`config.mk`:
```
export PLATFORM = sky130hd
export DESIGN_NAME = four_way_rr_arbiter
export DESIGN_NICKNAME = d
export VERILOG_FILES = /design/src/rtl/four_way_rr_arbiter.sv
export SDC_FILE = /design/constraint.sdc
export NUM_CORES = 1
export LEC_CHECK = 0
export BUFFER_PORTS_ARGS = -buffer_cell sky130_fd_sc_hd__buf_2
export CORE_MARGIN = 5
export CORE_UTILIZATION = 36
export CTS_CLUSTER_SIZE = 20
export DETAILED_ROUTE_END_ITERATION = 12
export PLACE_DENSITY_LB_ADDON = 0.3
export SLEW_MARGIN = 20
export SYNTH_ARGS = -nofsm -noshare
export SYNTH_HDL_FRONTEND = slang
export SYNTH_SLANG_ARGS = --single-unit
export TNS_END_PERCENT = 30
```
`constraint.sdc`:
```
create_clock -name clk -period 4.1 [get_ports clk]
set_input_delay 0.82 -clock clk [delete_from_list [all_inputs] [get_ports clk]]
set_output_delay 0.82 -clock clk [all_outputs]
set_load 0.05 [all_outputs]
```
`src/rtl/four_way_rr_arbiter.sv`:
```
// Round-robin arbiter, 4 requesters, registered one-hot grant held until release.
// Ports: clk, rst (async high), req[3:0], done -> gnt[3:0], gnt_valid, timeout.
// Optional hold-limit revocation is built when RR_ARB_TIMEOUT_EN is defined.
module four_way_rr_arbiter #(
  parameter int unsigned TIMEOUT = 15
) (
  input  logic       clk,
  input  logic       rst,
  input  logic [3:0] req,
  input  logic       done,
  output logic [3:0] gnt,
  output logic       gnt_valid,
  output logic       timeout
);

  typedef enum logic {IDLE, GRANT} state_t;

  state_t     state, state_nx;
  logic [1:0] ptr, ptr_nx;
  logic [1:0] owner, owner_nx;
  logic [1:0] pick;
  logic       found;
  logic [3:0] gnt_nx;
  logic       gnt_valid_nx;
  logic       rel;
  logic       expire;

  // First set request scanning upward from ptr, wrapping mod 4.
  always_comb begin : arb
    logic [1:0] idx;
    found = 1'b0;
    pick  = ptr;
    idx   = ptr;
    for (int i = 0; i < 4; i++) begin
      idx = ptr + 2'(i);
      if (!found && req[idx]) begin
        found = 1'b1;
        pick  = idx;
      end
    end
  end

  assign rel = done | ~req[owner];

`ifdef RR_ARB_TIMEOUT_EN
  logic [7:0] cnt, cnt_nx;
  logic       timeout_nx;

  // A normal release on the same edge wins; no pulse then.
  assign expire = (cnt == 8'(TIMEOUT)) & ~rel;
`else
  assign expire  = 1'b0;
  assign timeout = 1'b0;
`endif

  always_ff @(posedge clk or posedge rst) begin
    if (rst) begin
      state     <= IDLE;
      ptr       <= 2'd0;
      owner     <= 2'd0;
      gnt       <= 4'b0000;
      gnt_valid <= 1'b0;
`ifdef RR_ARB_TIMEOUT_EN
      cnt       <= 8'd0;
      timeout   <= 1'b0;
`endif
    end else begin
      state     <= state_nx;
      ptr       <= ptr_nx;
      owner     <= owner_nx;
      gnt       <= gnt_nx;
      gnt_valid <= gnt_valid_nx;
`ifdef RR_ARB_TIMEOUT_EN
      cnt       <= cnt_nx;
      timeout   <= timeout_nx;
`endif
    end
  end

  always_comb begin
    state_nx = state;
    unique case (state)
      IDLE:    if (found) state_nx = GRANT;
      GRANT:   if (rel || expire) state_nx = IDLE;
      default: state_nx = IDLE;
    endcase
  end

  always_comb begin
    gnt_nx       = gnt;
    gnt_valid_nx = gnt_valid;
    ptr_nx       = ptr;
    owner_nx     = owner;
`ifdef RR_ARB_TIMEOUT_EN
    cnt_nx       = cnt;
    timeout_nx   = 1'b0;
`endif
    unique case (state)
      IDLE: begin
        if (found) begin
          gnt_nx       = 4'b0001 << pick;
          gnt_valid_nx = 1'b1;
          owner_nx     = pick;
`ifdef RR_ARB_TIMEOUT_EN
          cnt_nx       = 8'd0;
`endif
        end
      end
      GRANT: begin
        if (rel || expire) begin
          gnt_nx       = 4'b0000;
          gnt_valid_nx = 1'b0;
          ptr_nx       = owner + 2'd1;
`ifdef RR_ARB_TIMEOUT_EN
          timeout_nx   = expire;
`endif
        end else begin
`ifdef RR_ARB_TIMEOUT_EN
          cnt_nx       = cnt + 8'd1;
`endif
        end
      end
      default: begin
        gnt_nx       = 4'b0000;
        gnt_valid_nx = 1'b0;
      end
    endcase
  end

endmodule

```
**Yosys cells after proc, flatten, opt, wreduce, memory -nomap -nowiden**

Index checks and enable logic that the tools add are counted.

- Register bits after elaboration: 10
- Bits in latches: 0
- Memory bits (writable): 0
- Bits in read-only memories: 0
- Input port bits: 7
- Output and inout bits: 6
- Logic and storage cells: 55
- Memories: 0

- $add $sub $neg: 4
- Multipliers: 0
- Divide/modulo/power cells: 0
- Magnitude comparators: 5
- Equal/unequal tests: 2
- Shift-type cells: 1
- Multiplexer cells: 26
- Bitwise operators: 3
- Reductions and logical operators: 9

Operator list:

| kind | number |
|---|---|
| less-than comparator 2 x 3 -> 1 bit (second input constant) | 5 |
| 2-to-1 mux 1 bit | 13 |
| binary-select mux 1 bit (select 2 bit) | 5 |
| 2-to-1 mux 4 bit | 2 |
| one-hot mux 4 bit (2 select lines) | 1 |
| 2-to-1 mux 2 bit | 3 |
| AND reduction 2 bit | 3 |
| adder 2 x 1 -> 2 bit (second input constant) | 2 |
| adder 2 bit (second input constant) | 2 |
| one-hot mux 1 bit (2 select lines) | 2 |
| left shift 1 x 2 -> 4 bit (first input constant) | 1 |
| logical AND 1 bit | 3 |
| logical NOT 1 bit | 3 |
| != test 2 x 1 -> 1 bit (second input constant) | 1 |
| != test 2 bit (second input constant) | 1 |
| inverter 1 bit | 2 |
| bitwise OR 1 bit | 1 |

**Depth between registers and ports, before layout**

Gate-level depths: netlist of the first run.

- Depth in word-level cells: 15
- Depth in mapped cells: 5
- Gate-level depth less buffers: 4

**Worst setup path after synthesis of the first run**

Ideal clock, no wire load.

- Kind: input-to-reg
- Start point: input req[3]
- End point: register ptr[0]
- Setup time: 77 ps
- Arrival: 1701 ps
- Data required time: 4023 ps
- Path slack: 2322 ps
- Cell stages on the path: 4
- Path buffers: 0
- Cells stage by stage: mux4_2 -> a21oi_4 -> nor2_1 -> a21oi_1

- Longest elaborated chain between the ends: 5

RTL lines:

| item | line | RTL |
|---|---|---|
| start, declared | 9 | `input logic [3:0] req,` |
| binary-select mux 1 bit (select 2 bit) | 43 | `assign rel = done \| ~req[owner];` |
| 2-to-1 mux 1 bit (not written as such) | 43 |  |
| inverter 1 bit | 43 |  |
| bitwise OR 1 bit | 43 |  |
| AND reduction 2 bit (no line) | -- |  |
| end signal, assigned | 69 | `ptr <= ptr_nx;` |
| end, declared | 19 | `logic [1:0] ptr, ptr_nx;` |

Every way passes these cells. The select of a mux whose other input is x is not followed.
A chain may end at the register's enable or synchronous reset.

**Worst setup path in the final report of the first run**

- Start point: input req[3]
- End point: register gnt[2]

- Longest elaborated chain between the ends: 15
- Elaborated cells between the ends (all ways): 31
- Classes of those cells: eq/ne (2); shift (1); mux (19); bitwise (2); reduce/logical (7)

RTL lines:

| item | line | RTL |
|---|---|---|
| binary-select mux 1 bit (select 2 bit) | 36 | `if (!found && req[idx]) begin` |
| 2-to-1 mux 1 bit (not written as such) | 36 |  |
| 2-to-1 mux 1 bit | 36 |  |
| logical NOT 1 bit | 36 |  |
| logical AND 1 bit | 36 |  |
| 2-to-1 mux 1 bit | 36 |  |
| logical NOT 1 bit | 36 |  |
| logical AND 1 bit | 36 |  |
| 2-to-1 mux 1 bit | 36 |  |
| logical NOT 1 bit | 36 |  |
| logical AND 1 bit | 36 |  |
| 2-to-1 mux 2 bit | 36 |  |
| left shift 1 x 2 -> 4 bit | 101 | `gnt_nx = 4'b0001 << pick;` |
| 2-to-1 mux 4 bit | 100 | `if (found) begin` |
| one-hot mux 4 bit (2 select lines) | 98 | `unique case (state)` |
| end signal, assigned | 71 | `gnt <= gnt_nx;` |
| end, declared | 11 | `output logic [3:0] gnt,` |

Parallel ways exist; a longest one is shown, timed or not. The select of a mux whose other input is x is not followed.

==> results.json, run 1 <==
{
  "run_status": "finished, final reports clean",
  "crit_chain": "buf_2 > mux4_2 > a21oi_4 > o32ai_1",
  "ys_ff_latch": 10,
  "cts_sinks": 10,
  "pre_cts_ws_ns": 2.09,
  "grt_usage_pct": 9.74,
  "via_per_inst": 5.20,
  "crit_fanout": 10,
  "cp-end-kind": "register",
  "postCtsHoldBufs": 0,
  "cts-root-buf": "clkbuf_4",
  "cts_tree": "done",
  "mostFrequentLayoutCells": "11 x buf_2, 10 x dfrtp_1, 6 x nand2_1",
  "crit_required_ns": 4.23,
  "rsz0062_at_grt": "false",
  "drv_cap": 0,
  "cts_max_level": 1,
  "vias": 442,
  "avgRoutedWirePerCell_um": 12.5,
  "dp_hpwl_um": 844,
  "finalHoldViolations": 0,
  "placementRows": 14,
  "drt_first_pass_iters": 4,
  "dieArea_um2": 2360,
  "min_path_type": "in2async",
  "post-route-period-util_pct": 41.9,
  "io_pins": 13,
  "slowest_delay_ns": 0.50,
  "slew_viol_final": 0,
  "ant_nets": 0,
  "antenna_found_initial": 0,
  "r2r-end": "gnt[2]$_DFFE_PP0P_",
  "min_period_ns": 1.72,
  "insertion_delay_ns": 0.27,
  "crit_type": "in2reg",
  "num_antenna_cells": 0,
  "utilization_pct": 43.7,
  "p_per_area_nw_per_um2": 852,
  "ir_drop_v": 0.000451,
  "syn2layout_area_growth_pct": 18.4,
  "core-area_um2": 1450,
  "die_h_um": 48.6,
  "grt_pass1_vias": 422,
  "drt_iter0_drc": 12,
  "reg2regPathDepth": 3,
  "grt_max_degree": 14,
  "setup_viol": 0,
  "max_freq_mhz": 582,
  "die_x_um": 48.6,
  "ys_warn_count": 0,
  "timing.rr.start": "owner[0]$_DFFE_PP0P_",
  "drcViolationCount": 0,
  "initial_utilization_pct": 36.9,
  "io_buffers": 11,
  "cts_setup_buffers": 0,
  "ys_seq_area_share_pct": 46.6,
  "clk_pin_slew_ns": 0.07,
  "cts_resized": 0,
  "layout_setup_ws_ns": 2.38,
  "start_kind": "primary input",
  "totalWireLength_mm": 1.06,
  "finalSetupTns_ns": 0,
  "final_area_um2": 636,
  "mostFrequentLayoutCell": "buf_2",
  "finClkSkew_ns": 0.00799,
  "routabilityCongestion": 0.732,
  "cts_buffer_depth": 2,
  "nNetsFinal": 77,
  "nFillCells": 154,
  "placed_area_um2": 599,
  "netlist_instances": 56,
  "p_leak_uw": 0.000300,
  "drive_above_1_share_pct": 27.5,
  "cp_slowest_cell": "mux4_2",
  "grt_pass1_wl_mm": 1.77,
  "r2r_slack_ns": 2.58,
  "synth_cell_types": 23,
  "synthesis.area_um2": 537,
  "crit_arrival_ns": 1.85,
  "numCtsBuffers": 3,
  "synth.avg_cell_area_um2": 9.59,
  "synthesis.nets": 63,
  "gr-total-overflow": 0
}
[power by group]
group | total (uW) | switching, uW | leakage [uW] | internal, uW
clock network | 89.2 | 35.2 | 0.0000210 | 54.0
registers | 186 | 39.5 | 0.000122 | 146
logic | 266 | 179 | 0.000157 | 87.8
[worst max-delay path, delay by kind of cell]
family | cells | cell delay (ns)
multiplexers | 1 | 0.50
AO/OA/AOI/OAI | 2 | 0.40
buffers and inverters | 1 | 0.13
[area by class of cell]
type,instances,area (um^2),area share (%)
clock buffer,4,36.3,5.71
sequential,10,250,39.4
tap,16,20.0,3.15
timing repair buffer,11,55.1,8.66
multi-input combinational,39,255,40.2
inverter,5,18.8,2.95
[worst max-delay path by stage]
stage	startpoint	to	slack, ns	cells past startpoint
final	req[3]	gnt[2]$_DFFE_PP0P_	2.38	4
after global routing	req[3]	ptr[0]$_DFFE_PP0P_	2.32	5
after CTS	req[3]	ptr[0]$_DFFE_PP0P_	2.37	5
after detailed placement	req[3]	ptr[0]$_DFFE_PP0P_	2.09	5
after global placement	req[2]	gnt[3]$_DFFE_PP0P_	2.10	5
after floorplan	req[3]	ptr[0]$_DFFE_PP0P_	2.32	4
[metrics by stage]
step | hold WS (ns) | total power [uW] | instances
6_report | 0.505 | 541 | 85
5_1_grt | 0.540 | 578 | 85
4_1_cts | 0.518 | 546 | 85
3_5_place_dp | 0.535 | 457 | 81
3_3_place_gp | 0.540 | 454 | 81
2_1_floorplan | 0.498 | 399 | 56
[registers in the layout, indices dropped and copies added, names as in the netlist]
register / cells
gnt: 4
gnt_valid: 1
owner: 2
ptr: 2
state: 1
[metal layers]
layer,vias up,GRT usage [%],wire (um)
met2,16,14.1,440
met1,200,11.3,507
met5,-,0,0
li1,222,-,-
met3,4,3.37,78
met4,0,8.07,37
[cells by family after synthesis]
logic type      after synthesis  share of synthesized area, %
simple gates                 16                          14.2
mux                           1                          4.20
other cells                   1                         0.699
xor+xnor                      1                          1.63
buf+inv                       7                          5.83
compound gates               20                          26.8
flops                        10                          46.6
[cell usage after synthesis, drive strengths merged]
master,number,area share [%]
a31o,1,1.6
nor4,1,1.2
o21ai,5,4.7
dfrtp,10,47
a21o,1,1.4
conb,1,0.70
buf,2,2.3
o21a,1,1.4
nor3,1,0.93
o32ai,4,6.5
nor2,3,2.1
xnor2,1,1.6
nand2b,3,3.5
or2,1,1.2
mux4,1,4.2
a211o,1,1.6
nand2,6,4.2
inv,5,3.5
a211oi,2,2.8
nor2b,1,1.2
a21oi,5,6.8
(Power assumes the default switching activity.)
==> inputs of run 2 (changes only) <==
--- a/config.mk
+++ b/config.mk
@@ -5,6 +5,7 @@
 export SDC_FILE = /design/constraint.sdc
 export NUM_CORES = 1
 export LEC_CHECK = 0
+export ABC_AREA = 1
 export BUFFER_PORTS_ARGS = -buffer_cell sky130_fd_sc_hd__buf_2
 export CORE_MARGIN = 5
 export CORE_UTILIZATION = 36
==> constraint.sdc (replaced) <==
create_clock -name clk -period 1.6 [get_ports clk]
set_input_delay 0.32 -clock clk [delete_from_list [all_inputs] [get_ports clk]]
set_output_delay 0.32 -clock clk [all_outputs]
set_load 0.05 [all_outputs]
==> run 2 against run 1 <==
The flow now finishes with violations (negative setup slack). Die area up 49%. Critical path depth rose by 7. First-iteration DRC count grew 17%. Register-to-register slack got worse by 2.6 ns. Flip-flop and latch count did not move. Clock skew decreased by 0.0059 ns. Highest routed layer unchanged.
==> results.json, run 2 <==
{
  "run_status": "finished, violations left",
  "violations": "negative setup slack",
  "cp_top_family": "simple AND/OR/NAND/NOR gates",
  "insertion_delay_ns": 0.27,
  "grt_max_degree": 11,
  "nNetsFinal": 189,
  "drt_first_pass_iters": 4,
  "io_buffers": 11,
  "synth_top_cell_by_area": "nand2_1",
  "cp-end-kind": "register",
  "io_pins": 13,
  "crit_type": "reg2reg",
  "pre_cts_ws_ns": -0.0770,
  "drv_cap": 0,
  "crit_arrival_ns": 1.85,
  "post-route-period-util_pct": 102,
  "min_period_ns": 1.64,
  "die_h_um": 59.4,
  "synthesis.area_um2": 877,
  "start_kind": "register",
  "finalHoldViolations": 0,
  "cts_tree": "done",
  "ant_nets": 0,
  "crit_fanout": 6,
  "utilization_pct": 60.8,
  "yosys-top-cells-area": "nand2_1 31%, dfrtp_1 29%, nand3_1 9.7%",
  "crit_required_ns": 1.81,
  "max_freq_mhz": 611,
  "antenna_found_initial": 0,
  "grt_pass1_wl_mm": 4.02,
  "synth.avg_cell_area_um2": 6.13,
  "crit_chain": "clkinv_4 > buf_6 > nand2_1 > nand3_2 > nand2_2 > nor2_4 > nand2_2 > o21ai_4 > buf_4 > nand2_1 > nand2_1",
  "vias": 1029,
  "mostFrequentLayoutCells": "45 x nand2_1, 23 x nand2_2, 22 x buf_4",
  "initial_utilization_pct": 38.5,
  "core-area_um2": 2280,
  "num_antenna_cells": 0,
  "final_area_um2": 1380,
  "synthTopCellsByCount": "72 x nand2_1, 17 x nand3_1, 11 x inv_1",
  "largest_register": "gnt",
  "postCtsHoldBufs": 0,
  "grt_usage_pct": 15.0,
  "crit_top_cell": "nand2_1",
  "syn2layout_area_growth_pct": 57.8,
  "layout_setup_ws_ns": -0.0378,
  "netlist_instances": 143,
  "grt_pass1_vias": 934,
  "ys_ff_latch": 10,
  "synth_ff_type": "dfrtp_1",
  "ys_warn_count": 0,
  "drcViolationCount": 0,
  "drt_iter0_drc": 14,
  "drive_above_1_share_pct": 53.0,
  "slowest_delay_ns": 0.46,
  "cts-root-buf": "clkbuf_4",
  "slew_viol_final": 0,
  "cp_slowest_cell": "dfrtp_2",
  "placementRows": 17,
  "ys_seq_area_share_pct": 28.5,
  "synth_top_area_share_pct": 30.8,
  "avgRoutedWirePerCell_um": 12.2,
  "dieArea_um2": 3520,
  "cts_sinks": 10,
  "critPathBufInv": 3,
  "cts_buffer_depth": 2,
  "largestRegisters": "gnt x4, owner x2, ptr x2",
  "synth_enable_flop_cells": 0,
  "clk_pin_slew_ns": 0.07,
  "routabilityCongestion": 0.799,
  "gr-total-overflow": 0,
  "yosysMostFrequentCell": "nand2_1",
  "totalWireLength_mm": 2.55,
  "min_path_type": "in2async",
  "largest_reg_flops": 4,
  "placed_area_um2": 1030,
  "numCtsBuffers": 3,
  "rsz0062_at_grt": "true",
  "via_per_inst": 4.92,
  "setup_viol": 5,
  "synthArstFlopShare_pct": 100,
  "synth_cell_types": 22,
  "cts_max_level": 1,
  "synthesis.nets": 150,
  "hold_slack_ns": 0.00790,
  "die_x_um": 59.4,
  "dp_hpwl_mm": 1.75,
  "mostFrequentLayoutCell": "nand2_1",
  "finClkSkew_ns": 0.00213
}
## run 2: area by class of cell
class,instances,area [um^2]
inverter,13,56.3
tap,28,35.0
fill,190,892
sequential,10,253
clock buffer,4,36.3
multi-input combinational,116,727
timing repair buffer,38,277
## run 2: cells by family (layout without fill, tap and decap cells)
kind of cell / after synthesis / after routing / synth area share, %
simple gates: 106 / 106 / 53.6
flops: 10 / 10 / 28.5
other cells: 1 / 1 / 0.428
compound gates: 8 / 8 / 6.28
xor+xnor: 1 / 1 / 0.999
buf+inv: 17 / 55 / 10.1
## run 2: path summary, 6_finish.rpt
kind	slack [ns]	depth (start not counted)	start	endpoint
max in group asynchronous	1.30	2	rst	ptr[1]$_DFFE_PP0P_
worst max register to register	-0.04	11	ptr[0]$_DFFE_PP0P_	owner[1]$_DFFE_PP0P_
worst max-delay path	-0.04	11	ptr[0]$_DFFE_PP0P_	owner[1]$_DFFE_PP0P_
min in group clk	0.35	4	done	state$_DFF_PP0_
worst min register to register	0.47	2	gnt[2]$_DFFE_PP0P_	gnt[2]$_DFFE_PP0P_
worst min-delay path	0.008	2	rst	owner[1]$_DFFE_PP0P_
## run 2: metrics by stage
step	std cells	setup TNS, ns
2_1_floorplan	143	0
3_5_place_dp	191	-0.362
5_1_grt	209	-0.779
3_3_place_gp	191	-0.256
4_1_cts	200	-0.0974
6_report	209	-0.128
## run 2: what timing repair did
action | 4_1_cts | 5_1_grt
resized for setup | 17 | 48
setup endpoints to repair | 7 | 8
pin swaps | 17 | 20
setup buffers | 5 | 11
## run 2: routing by layer
metal  track usage, %  wire, um  vias to the layer above
met5                0         0                        -
met4             7.77        61                        0
met3             2.18        34                        7
met2             25.6      1370                       11
met1             18.1      1090                      484
li1                 -         -                      527
Power of run 2 is left out: the tool's default activity adds up to more than one toggle a clock period on the data nets, which glitch-free logic cannot reach.
==> inputs of run 3 (changes only) <==
--- a/config.mk
+++ b/config.mk
@@ -5,7 +5,6 @@
 export SDC_FILE = /design/constraint.sdc
 export NUM_CORES = 1
 export LEC_CHECK = 0
-export ABC_AREA = 1
 export BUFFER_PORTS_ARGS = -buffer_cell sky130_fd_sc_hd__buf_2
 export CORE_MARGIN = 5
 export CORE_UTILIZATION = 36
==> run 3 against run 2 <==
The run now ends clean. Hold slack hardly changed. Worst setup slack improved by 0.18 ns. Critical path depth is 8 lower. Count of clock-buffer cells in the layout is the same. Final cell count decreased by 59%. Routed wire length fell by 57%. Non-clock buffer count shrank 26. Die area shrank 33%.
==> results.json, run 3 (synthesized netlist as in run 1, its figures left out) <==
{
  "mostFrequentLayoutCell": "buf_2",
  "placed_area_um2": 607,
  "ir_drop_v": 0.00104,
  "drive_above_1_share_pct": 28.6,
  "drt_iter0_drc": 10,
  "fin_cells": 86,
  "nFillCells": 140,
  "dp_hpwl_um": 834,
  "crit_fanout": 10,
  "max_freq_mhz": 688,
  "grt_usage_pct": 9.28,
  "regArea_um2": 250,
  "largestRegisters": "gnt x4, owner x2, ptr x2",
  "syn2layout_area_growth_pct": 19.8,
  "numCtsBuffers": 3,
  "run_status": "finished, final reports clean",
  "finalSetupTns_ns": 0,
  "io_buffers": 11,
  "min_period_ns": 1.45,
  "p_leak_uw": 0.000305,
  "grt_max_degree": 14,
  "start_kind": "register",
  "ant_nets": 0,
  "grt_pass1_wl_mm": 1.71,
  "cts_resized": 0,
  "die_h_um": 48.6,
  "io_pins": 13,
  "postCtsHoldBufs": 0,
  "slew_viol_final": 0,
  "nNetsFinal": 78,
  "core-area_um2": 1450,
  "via_per_inst": 5.24,
  "mostFrequentLayoutCells": "11 x buf_2, 10 x dfrtp_1, 6 x nand2_1",
  "finClkSkew_ns": 0.00454,
  "grt_pass1_vias": 411,
  "multi_input_area_um2": 255,
  "post-route-period-util_pct": 90.9,
  "avgRoutedWirePerCell_um": 12.8,
  "cts_max_level": 1,
  "dp_cells": 82,
  "dieArea_um2": 2360,
  "crit_required_ns": 1.74,
  "p_per_area_nw_per_um2": 2190,
  "vias": 451,
  "die_x_um": 48.6,
  "insertion_delay_ns": 0.27,
  "num_antenna_cells": 0,
  "drcViolationCount": 0,
  "crit_type": "reg2reg",
  "cts_setup_buffers": 0,
  "cts_sinks": 10,
  "largest_reg_flops": 4,
  "rsz0062_at_grt": "false",
  "antenna_found_initial": 0,
  "placementRows": 14,
  "totalWireLength_mm": 1.10,
  "final_area_um2": 643,
  "setup_viol": 0,
  "cp-end-kind": "register",
  "initial_utilization_pct": 36.9,
  "routabilityCongestion": 0.725,
  "cts-root-buf": "clkbuf_4",
  "drv_cap": 0,
  "drt_first_pass_iters": 4,
  "finalHoldViolations": 0,
  "clk_pin_slew_ns": 0.07,
  "gr-total-overflow": 0,
  "min_path_type": "in2async",
  "crit_arrival_ns": 1.59,
  "cts_buffer_depth": 2,
  "largest_register": "gnt",
  "cts_tree": "done"
}
-- run 3: cell type report --
type / instances / share of cell area (%)
multi-input combinational: 39 / 39.7
clock buffer: 4 / 5.64
tap: 16 / 3.11
inverter: 5 / 2.92
sequential: 10 / 38.9
timing repair buffer: 12 / 9.73
-- run 3: path summary, 6_finish.rpt --
kind                                       startpoint                    end  slack [ns]  cells past startpoint
worst max-delay path             owner[0]$_DFFE_PP0P_     gnt[2]$_DFFE_PP0P_        0.15                      3
worst min-delay path                              rst     gnt[2]$_DFFE_PP0P_       0.008                      2
worst max register to register   owner[0]$_DFFE_PP0P_     gnt[2]$_DFFE_PP0P_        0.15                      3
worst min register to register  gnt_valid$_DFFE_PP0P_  gnt_valid$_DFFE_PP0P_        0.54                      2
max in group asynchronous                         rst     ptr[0]$_DFFE_PP0P_        1.33                      2
min in group clk                               req[1]        state$_DFF_PP0_        0.43                      3
-- run 3: critical path, cell delays in order (launching register included) --
cell and delay, ns:
dfrtp_1 0.38, mux4_2 0.54, a21oi_4 0.28, o32ai_1 0.13
-- run 3: per-layer routing --
metal / GRT usage (%) / wire [um] / share of wire, % / vias up
li1: - / - / - / 226
met1: 11.7 / 517 / 47 / 199
met4: 6.73 / 25 / 2.3 / 0
met5: 0 / 0 / 0 / -
met3: 3.07 / 98 / 8.9 / 4
met2: 13.0 / 457 / 42 / 22
-- run 3: report_power, final --
group          total [uW]  switching, uW  leakage [uW]  internal (uW)
Sequential            467           92.8      0.000122            375
Combinational         714            474      0.000162            240
Clock                 225           87.1     0.0000210            138
Total                1410            654      0.000305            753
-- run 3: metrics by stage --
stage	power [uW]	util, %	hold WS (ns)	setup WS (ns)
finish	1410	44.2	0.00771	0.146
global route	1500	44.2	0.0390	0.0809
CTS	1420	44.2	0.0183	0.135
detailed placement	1180	41.7	0.312	0.0980
global placement	1180	41.7	0.308	0.0985
floorplan	1020	-	0.160	0.195
